### src/rtl/rtc_bus_scheduler.sv
// Multiplexed RTC bus sequencer: CPU single-register accesses plus periodic shadow scans,
// one six-phase bus transaction at a time, with CPU priority bounded by a starvation guard.
module rtc_bus_scheduler #(
    parameter int         T_PHASE     = 10,
    parameter int         REFRESH_DIV = 1000000,
    parameter logic [7:0] SCAN_BASE   = 8'h21,
    parameter int         NREG        = 6
) (
    input  logic       CLK,
    input  logic       reset,
    input  logic       cpu_req,
    input  logic       cpu_we,
    input  logic [7:0] cpu_addr,
    input  logic [7:0] cpu_wdata,
    output logic [7:0] cpu_rdata,
    output logic       cpu_ack,
    output logic       cpu_busy,
    input  logic       scan_en,
    output logic [7:0] ad_out,
    output logic       ad_oe,
    input  logic [7:0] ad_in,
    output logic       rtc_as_n,
    output logic       rtc_cs_n,
    output logic       rtc_rd_n,
    output logic       rtc_wr_n,
    output logic       shadow_wr,
    output logic [2:0] shadow_idx,
    output logic [7:0] shadow_data,
    output logic       scan_done
);

    // state   | meaning
    // IDLE    | bus released, arbitrate CPU vs scan
    // ASET    | cs/as low, address driven
    // AHOLD   | as high, address held
    // GAP     | bus turnaround (write data driven for writes)
    // STROBE  | rd_n or wr_n low, read data sampled on last clock
    // RECOVER | strobes and cs high, bus released
    typedef enum logic [2:0] {IDLE, ASET, AHOLD, GAP, STROBE, RECOVER} state_t;

    localparam int             RW       = (REFRESH_DIV > 1) ? $clog2(REFRESH_DIV) : 1;
    localparam logic [7:0]     PH_LOAD  = 8'(T_PHASE - 1);
    localparam logic [RW-1:0]  REF_LAST = RW'(REFRESH_DIV - 1);
    localparam logic [2:0]     IDX_LAST = 3'(NREG - 1);

    state_t        state_q;
    logic [7:0]    phase_q;
    logic [RW-1:0] refresh_q, refresh_d;
    logic          scan_pend_q, scan_pend_d;
    logic          cpu_pend_q, cpu_pend_d;
    logic          req_we_q;
    logic [7:0]    req_addr_q, req_wdata_q;
    logic          cur_we_q, cpu_svc_q;
    logic [7:0]    cur_wdata_q, sample_q;
    logic [1:0]    consec_q;
    logic [2:0]    scan_idx_q;
    logic [7:0]    rdata_q, ad_out_q, shadow_data_q;
    logic [2:0]    shadow_idx_q;
    logic          ack_q, shadow_wr_q, scan_done_q, ad_oe_q;
    logic          as_n_q, cs_n_q, rd_n_q, wr_n_q;

    logic phase_end, svc_done, cpu_accept, grant_scan, grant_cpu, scan_last, refresh_tc;

    always_comb begin
        phase_end  = (phase_q == 8'd0);
        svc_done   = (state_q == RECOVER) && phase_end;
        // A CPU transaction is finished on its last RECOVER clock, so a request there is taken.
        cpu_accept = cpu_req && !cpu_pend_q && (!cpu_svc_q || svc_done);
        grant_scan = (state_q == IDLE) && scan_pend_q && (!cpu_pend_q || consec_q == 2'd2);
        grant_cpu  = (state_q == IDLE) && cpu_pend_q && !grant_scan;
        scan_last  = svc_done && !cpu_svc_q && (scan_idx_q == IDX_LAST);
        refresh_tc = scan_en && (refresh_q == REF_LAST);

        refresh_d = refresh_q;
        if (!scan_en || refresh_tc) refresh_d = '0;
        else                        refresh_d = refresh_q + 1'b1;

        scan_pend_d = scan_pend_q;
        if (scan_last)       scan_pend_d = 1'b0;
        else if (refresh_tc) scan_pend_d = 1'b1;

        cpu_pend_d = cpu_pend_q;
        if (cpu_accept)     cpu_pend_d = 1'b1;
        else if (grant_cpu) cpu_pend_d = 1'b0;
    end

    always_ff @(posedge CLK) begin
        if (reset) begin
            state_q       <= IDLE;
            phase_q       <= 8'd0;
            refresh_q     <= '0;
            scan_pend_q   <= 1'b0;
            cpu_pend_q    <= 1'b0;
            req_we_q      <= 1'b0;
            req_addr_q    <= 8'd0;
            req_wdata_q   <= 8'd0;
            cur_we_q      <= 1'b0;
            cpu_svc_q     <= 1'b0;
            cur_wdata_q   <= 8'd0;
            sample_q      <= 8'd0;
            consec_q      <= 2'd0;
            scan_idx_q    <= 3'd0;
            rdata_q       <= 8'd0;
            ad_out_q      <= 8'd0;
            shadow_data_q <= 8'd0;
            shadow_idx_q  <= 3'd0;
            ack_q         <= 1'b0;
            shadow_wr_q   <= 1'b0;
            scan_done_q   <= 1'b0;
            ad_oe_q       <= 1'b0;
            as_n_q        <= 1'b1;
            cs_n_q        <= 1'b1;
            rd_n_q        <= 1'b1;
            wr_n_q        <= 1'b1;
        end else begin
            refresh_q   <= refresh_d;
            scan_pend_q <= scan_pend_d;
            cpu_pend_q  <= cpu_pend_d;
            ack_q       <= 1'b0;
            shadow_wr_q <= 1'b0;
            scan_done_q <= 1'b0;

            if (cpu_accept) begin
                req_we_q    <= cpu_we;
                req_addr_q  <= cpu_addr;
                req_wdata_q <= cpu_wdata;
            end

            if (state_q != IDLE) begin
                phase_q <= phase_end ? PH_LOAD : phase_q - 8'd1;
            end

            case (state_q)
                IDLE: begin
                    if (grant_cpu || grant_scan) begin
                        state_q <= ASET;
                        phase_q <= PH_LOAD;
                        cs_n_q  <= 1'b0;
                        as_n_q  <= 1'b0;
                        ad_oe_q <= 1'b1;
                        if (grant_cpu) begin
                            cur_we_q    <= req_we_q;
                            cur_wdata_q <= req_wdata_q;
                            ad_out_q    <= req_addr_q;
                            cpu_svc_q   <= 1'b1;
                            if (scan_pend_q) consec_q <= consec_q + 2'd1;
                        end else begin
                            cur_we_q  <= 1'b0;
                            ad_out_q  <= SCAN_BASE + {5'd0, scan_idx_q};
                            cpu_svc_q <= 1'b0;
                            consec_q  <= 2'd0;
                        end
                    end
                end
                ASET: if (phase_end) begin
                    state_q <= AHOLD;
                    as_n_q  <= 1'b1;
                end
                AHOLD: if (phase_end) begin
                    state_q <= GAP;
                    if (cur_we_q) ad_out_q <= cur_wdata_q;
                    else          ad_oe_q  <= 1'b0;
                end
                GAP: if (phase_end) begin
                    state_q <= STROBE;
                    rd_n_q  <= cur_we_q;
                    wr_n_q  <= !cur_we_q;
                end
                STROBE: if (phase_end) begin
                    state_q <= RECOVER;
                    rd_n_q  <= 1'b1;
                    wr_n_q  <= 1'b1;
                    cs_n_q  <= 1'b1;
                    ad_oe_q <= 1'b0;
                    if (!cur_we_q) sample_q <= ad_in;
                end
                RECOVER: if (phase_end) begin
                    state_q <= IDLE;
                    if (cpu_svc_q) begin
                        ack_q     <= 1'b1;
                        cpu_svc_q <= 1'b0;
                        if (!cur_we_q) rdata_q <= sample_q;
                    end else begin
                        shadow_wr_q   <= 1'b1;
                        shadow_idx_q  <= scan_idx_q;
                        shadow_data_q <= sample_q;
                        if (scan_idx_q == IDX_LAST) begin
                            scan_done_q <= 1'b1;
                            scan_idx_q  <= 3'd0;
                        end else begin
                            scan_idx_q <= scan_idx_q + 3'd1;
                        end
                    end
                end
                default: state_q <= IDLE;
            endcase
        end
    end

    assign cpu_rdata   = rdata_q;
    assign cpu_ack     = ack_q;
    assign cpu_busy    = cpu_pend_q | cpu_svc_q;
    assign ad_out      = ad_out_q;
    assign ad_oe       = ad_oe_q;
    assign rtc_as_n    = as_n_q;
    assign rtc_cs_n    = cs_n_q;
    assign rtc_rd_n    = rd_n_q;
    assign rtc_wr_n    = wr_n_q;
    assign shadow_wr   = shadow_wr_q;
    assign shadow_idx  = shadow_idx_q;
    assign shadow_data = shadow_data_q;
    assign scan_done   = scan_done_q;

endmodule

### config.mk
export PLATFORM = sky130hd
export DESIGN_NAME = rtc_bus_scheduler
export DESIGN_NICKNAME = d
export VERILOG_FILES = /design/src/rtl/rtc_bus_scheduler.sv
export SDC_FILE = /design/constraint.sdc
export NUM_CORES = 1
export LEC_CHECK = 0
export CAP_MARGIN = 20
export CORE_ASPECT_RATIO = 1.2
export CORE_MARGIN = 5
export CORE_UTILIZATION = 45
export CTS_CLUSTER_SIZE = 40
export DETAILED_ROUTE_END_ITERATION = 7
export PLACE_DENSITY = 0.68
export SETUP_SLACK_MARGIN = 0.4
export SLEW_MARGIN = 20
export SYNTH_ARGS = -nofsm -noshare
export SYNTH_HDL_FRONTEND = slang
export SYNTH_SLANG_ARGS = --single-unit
### constraint.sdc
create_clock -name CLK -period 3.1 [get_ports CLK]
set_clock_uncertainty 0.05 [all_clocks]
set_input_delay 0.62 -clock CLK [delete_from_list [all_inputs] [get_ports CLK]]
set_output_delay 0.62 -clock CLK [all_outputs]
set_load 0.05 [all_outputs]
* After elaboration in Yosys (flattened, before gate mapping)
Cells that the tools add are included.
Cells by class: $add $sub $neg 5, equality and inequality tests 17, mux-type cells 41, bitwise operators 5, reduce and logical (&&, ||, !) cells 46
Operator list (count):
- $mux W8 | 8
- $reduce_and A3 Y1 | 8
- $mux W3 | 7
- $add A20 B1 Y20 const B | 1
- $eq A20 B20 Y1 const B | 1
- $pmux W3 S6 | 1
- $mux W1 | 16
- $ne A2 B2 Y1 const B | 8
- $pmux W8 S2 | 1
- $reduce_bool A2 Y1 | 6
- $logic_and A1 B1 Y1 | 10
- $pmux W1 S2 | 5
- $eq A3 B3 Y1 const B | 3
- $logic_not A8 Y1 | 1
- $reduce_and A4 Y1 | 2
- $sub A8 B1 Y8 const B | 1
- $add A6 B3 Y7 const A | 1
- $eq A3 B2 Y1 const B | 2
- $reduce_and A6 Y1 | 1
- $reduce_bool A3 Y1 | 2
- $logic_not A1 Y1 | 5
- $reduce_and A5 Y1 | 1
- $logic_or A1 B1 Y1 | 4
- $mux W2 | 2
- 13 further kinds | 17
Storage, ports and cells: register bits 108, bits of input ports 29, output and inout port bits 36, word-level logic and storage cells 140

* Depth between registers and ports, before layout
Gate-level depths: netlist (run 1).
depth after elaboration 8, gate-level depth with buffers 9, gate-level depth less buffers 6

* Least setup slack after synthesis (run 1)
OpenSTA, ideal clock, no wires.
kind register to register, start point register phase_q[0], end point register shadow_data_q[3] (netlist: shadow_data[3]), setup time 132 ps, data arrival time 2072 ps, data required time 2918 ps, setup slack 845 ps, cell stages (with the launch flop) 10, path buffers 3, clock period less this slack 2255 ps, cell sequence dfxtp_1 -> inv_1 -> ha_1 -> or3b_2 -> buf_4 -> or4_1 -> buf_2 -> buf_6 -> nand2_1 -> a21oi_1
Between the ends: cells in the longest elaborated chain, start to end 2
RTL lines:
- start, declared | RTL line 47 | logic [7:0] phase_q;
- start signal, assigned | RTL line 130 | phase_q <= phase_end ? PH_LOAD : phase_q - 8'd1;
- $logic_not A8 Y1 | RTL line 65 | phase_end = (phase_q == 8'd0);
- $reduce_and A3 Y1 (no source line)
- end signal, assigned | RTL line 186 | shadow_data_q <= sample_q;
- end, declared | RTL line 57 | logic [7:0] rdata_q, ad_out_q, shadow_data_q;
Every way passes these cells. A chain may end at the register's enable or synchronous reset.

* Worst setup path after layout (run 1)
start point register cpu_svc_q, end point output port cpu_busy
Between the ends: cells in the longest elaborated chain, start to end 1
RTL lines:
- start, declared | RTL line 53 | logic cur_we_q, cpu_svc_q;
- start signal, assigned | RTL line 98 | cpu_svc_q <= 1'b0;
- start signal, assigned | RTL line 145 | cpu_svc_q <= 1'b1;
- start signal, assigned | RTL line 150 | cpu_svc_q <= 1'b0;
- $or A1 B1 Y1 | RTL line 202 | assign cpu_busy = cpu_pend_q | cpu_svc_q;
- end, declared | RTL line 17 | output logic cpu_busy,
Every way passes these cells.

==> run_results.csv, run 1 <==
group,metric,value,unit
status,outcome,"finished, final reports clean",
clocking,holdBufCountCts,0,
power,p_sw_share,35.6,%
synth,yosys_warnings,0,
cells_and_area,post_layout_nonfiller_instances,717,
power,leakage,1.87,nW
synth,synthCells,534,
placed_design,replace_congestion,0.812,
clocking,clock_sink_count,108,
clocking,post_cts_repair_resize_count,0,
critical_path,cp.required,2.43,ns
critical_path,critical_path_endpoint_category,"primary output",
synth,avgSynthCellArea,8.64,um^2
sta,post-route-period-util,80.9,%
synth,syn_area,4610,um^2
global_route,via_count_of_the_first_global_routing_pass,3856,
cells_and_area,finalInstanceArea,5660,um^2
global_route,grt_use_total,18.1,%
sta,tightestPinTransition,0.861,ns
sta,rsz0062_at_grt,"false",
synth,asyncSetResetFlopFracSynth,0,%
synth,yosysTopAreaCell,"sky130_fd_sc_hd__dfxtp_1",
critical_path,cp_max_fo,7,
clocking,tritoncts,"built",
placed_design,numPlacedInstances,701,
power,pwr-share-clk,29.3,%
global_route,grt_pass1_wl,18.2,mm
clocking,cts_made_buffers,9,
sta,max_freq,398,MHz
routing,detail-route-antenna-nets,0,
synth,edff_count_synth,0,
floorplanning,die_h,121,um
floorplanning,die_x,102,um
clocking,htree_num_levels,3,
routing,via_count,3986,
synth,synth-seq-cells,108,
routing,finalWirelength,10.8,mm
cells_and_area,nets,620,
global_route,maximum_number_of_pins_on_one_net_before_global_route_repair,84,
min_path,hold_path_class,"reg2reg",
sta,setup_violations,0,
routing,remaining_routing_drc_violations,0,
floorplanning,num_rows,40,
clocking,post-cts-setup-buffer-count,0,
routing,viasPerCell,5.56,
cells_and_area,antenna_cells_inserted,0,
synth,synth-main-ff-cell,"sky130_fd_sc_hd__dfxtp_1",
routing,drt_first_iter_violations,217,
routing,drt-pass1-iter-count,4,
clocking,root_buffer,"sky130_fd_sc_hd__clkbuf_16",
flow_run,count_of_maximum_capacitance_violations,0,
floorplanning,ports,65,
critical_path,cpPeakStageDelay,0.79,ns
power,switchingPower,1.49,mW
sta,slew_headroom,42.6,%
clocking,cts.clk_slew.worst_paths,0.07,ns
power,combPwrFrac,30.7,%
power,ir_worst_vdd,0.299,mV
critical_path,worst_ep_arrival_time,1.84,ns
power,cell_internal_pwr,2.69,mW
power,power_frac_seq,40.0,%
synth,post_synth_main_area_contributors,"sky130_fd_sc_hd__dfxtp_1, sky130_fd_sc_hd__a21oi_1, sky130_fd_sc_hd__nand2_1",
placed_design,dp_wirelength,7.49,mm
clocking,clock_insertion_delay_worst_skew,0.34,ns
power,power_per_cell_area,738,nW/um^2
synth,synthDominantCellAreaShare,46.9,%
cells_and_area,syn2layout_area_growth,22.7,%
critical_path,crit_type,"reg2out",
synth,synth.distinct_cells,55,
floorplanning,placeableCoreArea,10000,um^2
placed_design,port_buffer_count,64,
sta,setup-tns-final,0,ns
critical_path,critPathSlowestCell,"sky130_fd_sc_hd__clkdlybuf4s50_1",
sta,report.final.slew_viol_count,0,
global_route,grt_antenna_before_repair,0,
sta,period_needed,2.51,ns
placed_design,placement.cell_area,5340,um^2
critical_path,regToRegSetupSlack,0.62,ns
sta,timing_hold_violations_final,0,
critical_path,critPathLaunchType,"flop",
cells_and_area,layout-drive-gt1-share,7.11,%
floorplanning,start_util,46.1,%
routing,routedWlPerCell,15.1,um
floorplanning,fp.dieArea,12400,um^2
critical_path,cp_cell_sequence,"or2_2, clkdlybuf4s50_1",
clocking,max-clock-path-buffers,2,
cells_and_area,layout.core_utilization,56.5,%
global_route,global_route.overflow_total,0,
synth,synth.net_count,568,
synth,yosysSeqAreaShare,46.9,%
-- cell type report --
class / instances / area [um^2]
clock buffer: 10 / 229
multi-input combinational: 382 / 2260
timing repair buffer: 76 / 726
inverter: 9 / 33.8
sequential: 108 / 2160
clock inverter: 6 / 87.6
tap: 126 / 158
fill: 942 / 4350
-- worst paths after layout --
kind / cells past startpoint / startpoint / end
max: 2 / cpu_svc_q / cpu_busy
min: 2 / cur_wdata_q[4] / cur_wdata_q[4]
max reg2reg: 7 / phase_q[0] / cpu_pend_q
min reg2reg: 2 / cur_wdata_q[4] / cur_wdata_q[4]
-- synthesized netlist by cell type, types with 4 or more instances --
cell	number
sky130_fd_sc_hd__nand4_1	10
sky130_fd_sc_hd__a311oi_1	4
sky130_fd_sc_hd__mux2i_1	16
sky130_fd_sc_hd__nand3b_1	7
sky130_fd_sc_hd__o21ai_0	34
sky130_fd_sc_hd__ha_1	5
sky130_fd_sc_hd__a22oi_1	4
sky130_fd_sc_hd__xor2_1	9
sky130_fd_sc_hd__clkbuf_1	24
sky130_fd_sc_hd__nor3_1	8
sky130_fd_sc_hd__a21oi_1	63
sky130_fd_sc_hd__nor2_1	56
sky130_fd_sc_hd__dfxtp_1	108
sky130_fd_sc_hd__nand3_1	26
sky130_fd_sc_hd__xnor2_1	6
sky130_fd_sc_hd__or3_1	7
sky130_fd_sc_hd__nor4_1	7
sky130_fd_sc_hd__or4_1	5
sky130_fd_sc_hd__nand2_1	60
sky130_fd_sc_hd__o31ai_1	4
sky130_fd_sc_hd__buf_2	6
sky130_fd_sc_hd__inv_1	9
sky130_fd_sc_hd__o211ai_1	5
sky130_fd_sc_hd__a211oi_1	6
-- power by group through the flow --
stage	clock network [mW]	logic, mW	registers [mW]
after floorplan	0	0.845	1.78
after global placement	0	1.26	1.69
after detailed placement	0	1.28	1.70
after CTS	1.25	1.28	1.67
after global routing	1.30	1.41	1.69
final	1.22	1.28	1.67
-- per-stage QoR --
step / setup WS (ns) / total power [mW] / hold slack, ns
floorplan: 0.845 / 2.62 / 0.378
global placement: 0.702 / 2.95 / 0.388
detailed placement: 0.643 / 2.98 / 0.391
CTS: 0.584 / 4.20 / 0.405
global route: 0.443 / 4.40 / 0.424
finish: 0.591 / 4.17 / 0.405
-- critical path: cells and delay by family, from the launching register on --
family | cells | cell delay (ns)
flip-flops | 1 | 0.51
AND/OR/NAND/NOR | 1 | 0.19
buffers and inverters | 1 | 0.79
-- placed cells by master, fill, tap and decap left out, drive strengths merged, types with 4 or more instances in the layout --
cell type      netlist  final
o31ai                5      5
nand2               60     60
nand4               10     10
nand3b               7      7
or4                  5      5
or3                  7      7
nor4                10     10
nor2                56     56
xnor2                6      6
nor3                 9      9
clkbuf              24     10
dfxtp              108    108
xor2                 9      9
a21oi               63     63
o21ai               34     34
a22oi                4      4
inv                  9     10
o211ai               5      5
ha                   5      5
nand3               26     26
clkdlybuf4s50        0     63
a211oi               6      6
mux2i               16     16
a311oi               4      4
buf                 11     13
-- kinds of logic (layout without fill, tap and decap cells) --
| family | Yosys count | after routing | share of synthesized area [%] |
|---|---|---|---|
| and+or+nand+nor | 211 | 211 | 23.4 |
| AOI/OAI and AO/OA | 135 | 135 | 17.9 |
| DFF | 108 | 108 | 46.9 |
| buffers and inverters | 44 | 101 | 4.23 |
| muxes | 16 | 16 | 3.47 |
| xor gates and xnor gates | 15 | 15 | 2.85 |
| adders and majority gates | 5 | 5 | 1.36 |
-- sequential cells by signal (all words and copies together), names as in the netlist, 2 cells and up --
signal,flops
refresh_q,20
cpu_rdata,8
shadow_data,8
shadow_idx,3
scan_idx_q,3
req_addr_q,8
phase_q,8
ad_out,8
sample_q,8
req_wdata_q,8
cur_wdata_q,8
consec_q,2
state_q,3
-- metal layers --
metal	vias to the layer above	track usage (%)	routed length (um)
met4	0	8.04	292
met2	79	30.3	5270
met3	23	3.39	334
li1	2005	-	-
met1	1879	22.5	4910
met5	-	0	0
Power figures use the tool's default switching activity.
==> inputs of run 2 (changes only) <==
Clock period 3.1 ns to 2.5 ns, I/O delays scaled along.
==> run_results.csv, run 2 (synthesis results as in run 1) <==
group,metric,value,unit
sta,slew_headroom,61.1,%
floorplanning,start_util,46.1,%
critical_path,critical_path_endpoint_category,"flop",
flow_run,count_of_maximum_capacitance_violations,0,
sta,max_freq,481,MHz
critical_path,crit_type,"reg2reg",
critical_path,cp.required,2.71,ns
floorplanning,ports,65,
clocking,htree_num_levels,3,
global_route,via_count_of_the_first_global_routing_pass,4034,
sta,post-route-period-util,83.1,%
placed_design,replace_congestion,0.827,
sta,tightestPinTransition,0.583,ns
floorplanning,fp.dieArea,12400,um^2
critical_path,cp_cell_sequence,"inv_2, ha_4, or3b_4, buf_6, o32ai_4, buf_12, nor2_1, a311oi_1",
routing,detail-route-antenna-nets,0,
sta,timing_hold_violations_final,0,
min_path,min_path_cells,2,
clocking,root_buffer,"sky130_fd_sc_hd__clkbuf_16",
global_route,grt_pass1_wl,19.2,mm
cells_and_area,most_frequent_standard_cell_in_the_layout_excluding_fill_and_tap_cells,"sky130_fd_sc_hd__dfxtp_1",
sta,report.final.slew_viol_count,0,
global_route,grt_use_total,19.2,%
floorplanning,placeableCoreArea,10000,um^2
critical_path,critical-path-top-delay-family,"compound AO/OA/AOI/OAI gates",
routing,routedWlPerCell,15.7,um
routing,drt_first_iter_violations,243,
cells_and_area,nets,641,
min_path,holdPathEnd,"cur_wdata_q[7]",
critical_path,critPathLaunchType,"flop",
critical_path,worst_ep_arrival_time,2.29,ns
sta,setup-tns-final,0,ns
global_route,grt_antenna_before_repair,0,
critical_path,cpPeakStageDelay,0.42,ns
critical_path,timing.rr.start,"phase_q[0]",
cells_and_area,regMostFlops,"refresh_q",
routing,remaining_routing_drc_violations,0,
routing,drt-pass1-iter-count,5,
power,power_per_cell_area,932,nW/um^2
critical_path,regToRegSetupSlack,0.42,ns
critical_path,cp_max_fo,8,
clocking,cts_made_buffers,9,
global_route,maximum_number_of_pins_on_one_net_before_global_route_repair,84,
sta,rsz0062_at_grt,"true",
cells_and_area,largest_reg_flops,20,
cells_and_area,syn2layout_area_growth,28.8,%
sta,period_needed,2.08,ns
cells_and_area,commonest_cells_after_routing_fill_and_taps_aside,"sky130_fd_sc_hd__dfxtp_1, sky130_fd_sc_hd__a21oi_1, sky130_fd_sc_hd__nand2_1",
sta,hold-worst-slack,0.400,ns
cells_and_area,post_layout_nonfiller_instances,738,
min_path,worst_hold_startpoint,"req_wdata_q[7]",
critical_path,rr_endpoint,"ad_out[0]",
status,outcome,"finished, final reports clean",
routing,viasPerCell,5.65,
routing,finalWirelength,11.6,mm
clocking,holdBufCountCts,0,
clocking,max-clock-path-buffers,2,
floorplanning,die_h,121,um
routing,via_count,4170,
clocking,clock_insertion_delay_worst_skew,0.35,ns
placed_design,port_buffer_count,64,
power,ir_worst_vdd,0.440,mV
cells_and_area,antenna_cells_inserted,0,
power,leakage,2.07,nW
clocking,cts.clk_slew.worst_paths,0.07,ns
floorplanning,num_rows,40,
critical_path,critPathSlowestCell,"sky130_fd_sc_hd__or3b_4",
clocking,tritoncts,"built",
placed_design,numPlacedInstances,707,
power,totalPowerFinal,5.53,mW
critical_path,worstPathBufferInverterCount,3,
min_path,hold_path_class,"reg2reg",
global_route,global_route.overflow_total,0,
placed_design,dp_wirelength,7.63,mm
cells_and_area,layout-drive-gt1-share,12.9,%
cells_and_area,fill_cells,896,
sta,setup_violations,0,
floorplanning,die_x,102,um
clocking,clock_sink_count,108,
critical_path,reg2reg_depth,8,
run 2: where the power goes:
group / internal, mW / leakage [nW] / switching, mW / total (mW)
clock: 0.801 / 0.152 / 0.676 / 1.48
combinational: 0.829 / 1.03 / 1.17 / 2.00
sequential: 1.89 / 0.879 / 0.166 / 2.06
run 2: layout make-up:
class	instances	area (um^2)	share of cell area, %
Multi-Input combinational cell	382	2310	38.9
Sequential cell	108	2170	36.6
Timing Repair Buffer	97	957	16.1
Clock buffer	10	229	3.86
Tap cell	126	158	2.65
Clock inverter	6	78.8	1.33
Inverter	9	33.8	0.569
run 2: per-stage QoR:
step	instance area [um^2]	setup slack (ns)	utilization, %
2_1_floorplan	4640	0.402	-
3_3_place_gp	5410	0.318	54.1
3_5_place_dp	5410	0.214	54.1
4_1_cts	5800	0.375	57.9
5_1_grt	5940	0.365	59.3
6_report	5940	0.423	59.3
run 2: worst max-delay path by stage:
stage          startpoint             end  slack (ns)  cells past startpoint
2_1_floorplan  phase_q[0]  shadow_data[3]        0.40                      9
3_3_place_gp   phase_q[4]   req_addr_q[6]        0.32                      5
3_5_place_dp   phase_q[4]   req_addr_q[0]        0.21                      5
4_1_cts         cpu_svc_q        cpu_busy        0.37                      2
5_1_grt        phase_q[7]  req_wdata_q[5]        0.36                      5
6_report       phase_q[0]       ad_out[0]        0.42                      8
run 2: per-layer routing:
metal	track usage (%)	vias up	share of wire, %
met2	31.6	108	51
met3	3.16	22	4.8
met1	24.5	1995	42
met4	8.20	0	2.2
met5	0	-	0
li1	-	2045	-
run 2: what timing repair did:
action,in CTS,in global routing
pin swaps,2,7
endpoints found under the setup margin,44,79
cloned,0,2
resized for setup,5,25
buffers inserted,8,5
run 2: worst reg2reg max path, stage by stage (launching register included):
cell and delay, ns:
sky130_fd_sc_hd__dfxtp_4 0.36, sky130_fd_sc_hd__inv_2 0.06, sky130_fd_sc_hd__ha_4 0.13, sky130_fd_sc_hd__or3b_4 0.42, sky130_fd_sc_hd__buf_6 0.16, sky130_fd_sc_hd__o32ai_4 0.37, sky130_fd_sc_hd__buf_12 0.18, sky130_fd_sc_hd__nor2_1 0.05
sky130_fd_sc_hd__a311oi_1 0.22
